File: src/rtl/uart_tx_scheduler.sv
// UART transmit scheduler: round-robin pick between two byte requesters,
// then one start/data/stop frame per byte, paced by the baud strobe.
module uart_tx_scheduler #(
    parameter int DATA_BITS = 8,
    parameter int STOP_BITS = 1
) (
    input  logic                 clk,
    input  logic                 reset,
    input  logic                 baud_clk,
    output logic                 baud_rst,
    input  logic                 req0_valid,
    input  logic [DATA_BITS-1:0] req0_data,
    output logic                 req0_ready,
    input  logic                 req1_valid,
    input  logic [DATA_BITS-1:0] req1_data,
    output logic                 req1_ready,
    output logic                 tx,
    output logic                 busy,
    output logic                 owner,
    output logic                 frame_done
);

    localparam int IDX_W = $clog2(DATA_BITS);
    localparam logic [IDX_W-1:0] LAST_IDX = IDX_W'(DATA_BITS - 1);
    localparam logic LAST_STOP = 1'(STOP_BITS - 1);

    typedef enum logic [1:0] {
        IDLE,
        START,
        DATA,
        STOP
    } state_t;

    state_t               state;
    logic [DATA_BITS-1:0] shift;
    logic [IDX_W-1:0]     bit_idx;
    logic                 stop_cnt;
    logic                 prio;
    logic                 any_req;
    logic                 grant;
    logic                 idle;

    // On a tie the requester not served last wins.
    always_comb begin
        any_req = req0_valid | req1_valid;
        grant   = (req0_valid & req1_valid) ? ~prio : req1_valid;
        idle    = (state == IDLE);
    end

    assign req0_ready = reset & idle & req0_valid & ~grant;
    assign req1_ready = reset & idle & req1_valid & grant;

    always_ff @(posedge clk or negedge reset) begin
        if (!reset) begin
            state      <= IDLE;
            shift      <= '0;
            bit_idx    <= '0;
            stop_cnt   <= 1'b0;
            prio       <= 1'b1;
            tx         <= 1'b1;
            busy       <= 1'b0;
            baud_rst   <= 1'b1;
            owner      <= 1'b0;
            frame_done <= 1'b0;
        end else begin
            frame_done <= 1'b0;
            case (state)
                IDLE: begin
                    if (any_req) begin
                        shift    <= grant ? req1_data : req0_data;
                        tx       <= 1'b0;
                        baud_rst <= 1'b0;
                        owner    <= grant;
                        prio     <= grant;
                        bit_idx  <= '0;
                        stop_cnt <= 1'b0;
                        busy     <= 1'b1;
                        state    <= START;
                    end
                end
                START: begin
                    if (baud_clk) begin
                        tx    <= shift[0];
                        shift <= shift >> 1;
                        state <= DATA;
                    end
                end
                DATA: begin
                    if (baud_clk) begin
                        if (bit_idx == LAST_IDX) begin
                            tx    <= 1'b1;
                            state <= STOP;
                        end else begin
                            bit_idx <= bit_idx + IDX_W'(1);
                            tx      <= shift[0];
                            shift   <= shift >> 1;
                        end
                    end
                end
                STOP: begin
                    if (baud_clk) begin
                        if (stop_cnt == LAST_STOP) begin
                            state      <= IDLE;
                            busy       <= 1'b0;
                            baud_rst   <= 1'b1;
                            frame_done <= 1'b1;
                        end else begin
                            stop_cnt <= 1'b1;
                        end
                    end
                end
                default: state <= IDLE;
            endcase
        end
    end

endmodule

File: config.mk
export PLATFORM = sky130hd
export DESIGN_NAME = uart_tx_scheduler
export DESIGN_NICKNAME = d
export VERILOG_FILES = /design/src/rtl/uart_tx_scheduler.sv
export SDC_FILE = /design/constraint.sdc
export NUM_CORES = 1
export LEC_CHECK = 0
export ABC_AREA = 1
export BUFFER_PORTS_ARGS = -buffer_cell sky130_fd_sc_hd__buf_2
export CORE_ASPECT_RATIO = 1.1
export CORE_UTILIZATION = 30
export DETAILED_ROUTE_END_ITERATION = 10
export GPL_TIMING_DRIVEN = 0
export PLACE_DENSITY = 0.5
export RECOVER_POWER = 25
export SLEW_MARGIN = 20
export SYNTH_ARGS = -nofsm -noshare
export SYNTH_HDL_FRONTEND = slang
export SYNTH_SLANG_ARGS = --single-unit
File: constraint.sdc
create_clock -name clk -period 2.05 [get_ports clk]
set_clock_uncertainty 0.15 [all_clocks]
set_input_delay 0.1025 -clock clk [delete_from_list [all_inputs] [get_ports clk]]
set_output_delay 0.1025 -clock clk [all_outputs]
set_load 0.005 [all_outputs]
After elaboration in Yosys (flattened, before gate mapping). Index checks and enable logic that the tools add are counted.

Flip-flop bits (word level): 20. Bits in latches: 0. RAM bits: 0. Bits in read-only memories: 0. Input port bits: 21. Output and inout port bits: 7. Memories: 0.

Add/sub/neg operators: 1. Multipliers: 0. Divide/modulo/power cells: 0. $lt $le $gt $ge: 0. Equal/unequal tests: 11. Shift-type cells: 0. Multiplexer cells: 36. Bitwise logic cells: 9. Reductions and logical operators: 11.

Operators with widths (number): 8-bit 2-to-1 mux (5); 8-bit one-hot mux with 3 select lines (1); 1-bit 2-to-1 mux (15); 2-bit != test (second input constant) (7); 2-bit 2-to-1 mux (6); 4-bit AND reduction (3); 3-bit 2-to-1 mux (3); 2-bit one-hot mux with 4 select lines (1); 1-bit AND (6); 1-bit one-hot mux with 2 select lines (3); 3-bit one-hot mux with 2 select lines (1); 6-bit AND reduction (1); 5-bit AND reduction (1); 2-bit equality test (second input constant) (2); 2-bit nonzero test (2); 3-bit by 1-bit adder with 3-bit output (second input constant) (1); 3-bit equality test (second input constant) (1); 1-bit one-hot mux with 3 select lines (1); 3-bit AND reduction (1); 3-bit nonzero test (1); 2-bit by 1-bit equality test with 1-bit output (second input constant) (1); 2-bit logical NOT (1); 1-bit inverter (2); 2-bit AND reduction (1); 1-bit OR (1).

Logic depth before layout (Yosys ltp).
Word-level depth: 5. Mapped depth: 8.

Least setup slack after synthesis. Ideal clock, no wire load.

Kind: reg-to-reg. Start: reg bit_idx[0]. End: reg shift[0]. Data arrival time: 1269 ps. Required time: 1835 ps. Setup slack: 566 ps. Cell stages (with the launch flop): 8. Cells stage by stage: dfrtp_1 -> ha_1 -> ha_1 -> a21oi_2 -> nand3_4 -> inv_4 -> nand2_1 -> nand2_1.

Cells in the longest elaborated chain, start to end: 3.

RTL lines: start, declared (RTL line 36) `logic [IDX_W-1:0] bit_idx;`; start signal, assigned (RTL line 94) `bit_idx <= bit_idx + IDX_W'(1);`; 3-bit equality test (RTL line 90) `if (bit_idx == LAST_IDX) begin`; 2-bit != test (no source line); 5-bit AND reduction (no source line); end signal, assigned (RTL line 70) `shift <= grant ? req1_data : req0_data;`; end signal, assigned (RTL line 84) `shift <= shift >> 1;`; end signal, assigned (RTL line 96) `shift <= shift >> 1;`; end, declared (RTL line 35) `logic [DATA_BITS-1:0] shift;`.

No other way between the ends. A chain may end at the register's enable or synchronous reset.

Worst setup path after layout.
Start: reg state[0]. End: out req1_ready.

Cells in the longest elaborated chain, start to end: 4.

RTL lines: start, declared (RTL line 34) `state_t state;`; start signal, assigned (RTL line 55) `state <= IDLE;`; start signal, assigned (RTL line 78) `state <= START;`; start signal, assigned (RTL line 85) `state <= DATA;`; 2-bit logical NOT (RTL line 47) `idle = (state == IDLE);`; 1-bit AND (3 in a row) (RTL line 51) `assign req1_ready = reset & idle & req1_valid & grant;`; end, declared (RTL line 16) `output logic req1_ready,`.

No other way between the ends.

==> flow_summary.toml <==
[drt]
drt-initial-drc-count = 31
postRouteAntennaNets = 0
firstDrtPassIters = 4
via_per_inst = 4.17
routed_wl_mm = 2.53
drt-wirelength-per-cell_um = 9.98
vias = 1060
drc = 0

[placement]
post-dp-hpwl_mm = 1.93
io_buffers = 27
place.gp.congestion = 0.705

[global_route]
grt_pass1_vias = 1030
grt_pass1_wl_mm = 4.53
grt_usage_pct = 13.0
grt.busiest_layer = "met2"
grt_antenna_before_repair = 0
grt_use_met3_pct = 1.97
grtUsageMet1_pct = 16.5
grt_max_degree = 21
met2_usage_pct = 21.4
grt_overflow = 0

[worst_hold_path]
min_path_type = "in2reg"

[worst_setup_path]
cp.buffers_inverters = 2
cp_data_arrival_time_ns = 1.40
ff2ff_setup_slack_ns = 0.41
required_ns = 1.80
crit_chain = "inv_1 > ha_1 > nand2_1 > nor2_1 > buf_2"
crit_family = "flip-flops"
cp-end-kind = "output pin"
critical-path-slowest-cell = "dfrtp_1"
cpPeakStageDelay_ns = 0.41
critPathMaxFanout = 4
worstSetupPathType = "reg2out"
crit_path_start_kind = "register"

[timing]
slew_viol_final = 0
worstMarginPinSlew_ns = 0.452
rsz0062_at_grt = "no"
max_freq_mhz = 605
holdWs_ns = 0.0286
setup_viol = 0
finalCritPeriodShare_pct = 80.6
hold_viol_final = 0
slew_headroom_pct = 69.9
min_period_ns = 1.65
setup-tns-final_ns = 0

[clock_network]
ctsRootBufferMaster = "clkbuf_8"
cts.sinks = 19
path_clk_slew_ns = 0.07
clockBufferDepth = 2
clk_latency_ns = 0.26
cts_tree = "done"
cts_buffers = 3
htree_levels = 1
cts_resized = 0

[cells_and_area]
diodes = 0
drive_gt1_share_pct = 25.2
layout-area-overhead-vs-synth_pct = 21.2
fin_nets = 231
largest_register_ffs = 8
top_register = "shift"
top_regs = "shift x8, bit_idx x3, state x2"

[floorplan]
core_um2 = 3960
initial_core_util_pct = 31.5
die-width_um = 63.5
fp.dieH_um = 69.7
die_area_um2 = 4420
rows = 24
io_pins = 28

[logic_synthesis]
synth_top_family_by_area = "simple AND/OR/NAND/NOR gates"
synthSimpleGateAreaFrac_pct = 38.0
synth.distinct_cells = 24
synth_fa_ha_area_share_pct = 7.01
yosys_warnings = 0
synth-seq-cells = 19
synth_cells = 169
synth_mux_area_share_pct = 0
synth_compound_area_share_pct = 6.41
syn_area_um2 = 1250
synth_top_area_cell = "dfrtp_1"
netlist.area_leader.share_pct = 32.1
synth_seq_area_share_pct = 38.4
synthTopCellsByArea = "dfrtp_1, nand2_1, nand3_1"
synthXorXnorAreaFrac_pct = 0
syn_nets = 197
syn_avg_cell_area_um2 = 7.39

[power_and_ir_drop]
power_density_nw_per_um2 = 1400
peakVddDrop_uv = 547
p_leak_uw = 0.000871

[outcome]
status = "complete, no violations"

[run]
cap_violations = 0
layout make-up:
cell class / instances / area, um^2
multi-input cells: 122 / 642
fillers: 435 / 2450
flip-flops and latches: 19 / 479
clock buffers: 4 / 45.0
repair buffers: 29 / 155
plain buffers: 2 / 27.5
well taps: 52 / 65.1
inverters: 26 / 100
stage by stage:
step	worst slack, ns	cell area, um^2	std cells	util, %	power, uW
6_report	0.398	1510	254	38.2	2120
5_1_grt	0.214	1510	254	38.2	2380
4_1_cts	0.356	1510	254	38.2	2170
3_5_place_dp	0.397	1450	248	36.6	1890
3_3_place_gp	0.388	1450	248	36.6	1880
2_1_floorplan	0.566	1250	169	-	1590
worst register-to-register path, delay by kind of cell, from the launching register on:
family / cells / cell delay [ns]
buffers and inverters: 3 / 0.46
DFF: 1 / 0.40
adders and majority gates: 1 / 0.30
and+or+nand+nor: 4 / 0.28
timing repair:
| item | CTS | global route |
|---|---|---|
| buffers inserted | 0 | 0 |
| hold endpoints to repair | 20 | 0 |
| hold buffers | 2 | 0 |
kinds of logic (layout without fill, tap and decap cells):
logic type,count (synthesis),after routing
DFF,19,19
AOI/OAI and AO/OA,14,14
and+or+nand+nor,101,101
adders and majority gates,7,7
buffers and inverters,28,61
per-layer routing:
metal | part of all wire (%) | vias up
met4 | 2.2 | 0
met1 | 50 | 437
met3 | 4.7 | 5
met5 | 0 | -
li1 | - | 591
met2 | 43 | 27
cells in the mapped netlist (all sizes together):
library cell and instances:
nand4 2, nand2 73, nor2 4, or2 1
o21ai 12, and2 1, ha 7, a21oi 1
clkbuf 2, dfstp 3, nand3b 1, nand3 19
inv 26, o211ai 1, dfrtp 16
worst paths after layout:
path	depth (start not counted)	endpoint	startpoint
worst max-delay path	5	req1_ready	state[0]$_DFFE_PN0P_
min in group asynchronous	2	bit_idx[2]$_DFFE_PN0P_	reset
worst max register to register	8	shift[1]$_DFFE_PN0P_	state[0]$_DFFE_PN0P_
worst min-delay path	5	shift[7]$_DFFE_PN0P_	req0_data[7]
worst min register to register	2	prio$_DFFE_PN1P_	prio$_DFFE_PN1P_
max in group asynchronous	2	baud_rst$_DFFE_PN1P_	reset
placed cells by master (no fill, tap or decap), drive strengths merged:
cell,netlist,layout
nand3,19,19
o211ai,1,1
o21ai,12,12
nand2,73,73
nand4,2,2
a21oi,1,1
dfstp,3,3
inv,26,26
clkbuf,2,6
nand3b,1,1
and2,1,1
buf,0,27
nor2,4,4
ha,7,7
dlygate4sd3,0,2
dfrtp,16,16
or2,1,1
power by group:
| group | internal (uW) | switching [uW] |
|---|---|---|
| Combinational | 465 | 731 |
| Clock | 138 | 129 |
| Sequential | 567 | 91.1 |
(Power assumes the default switching activity.)
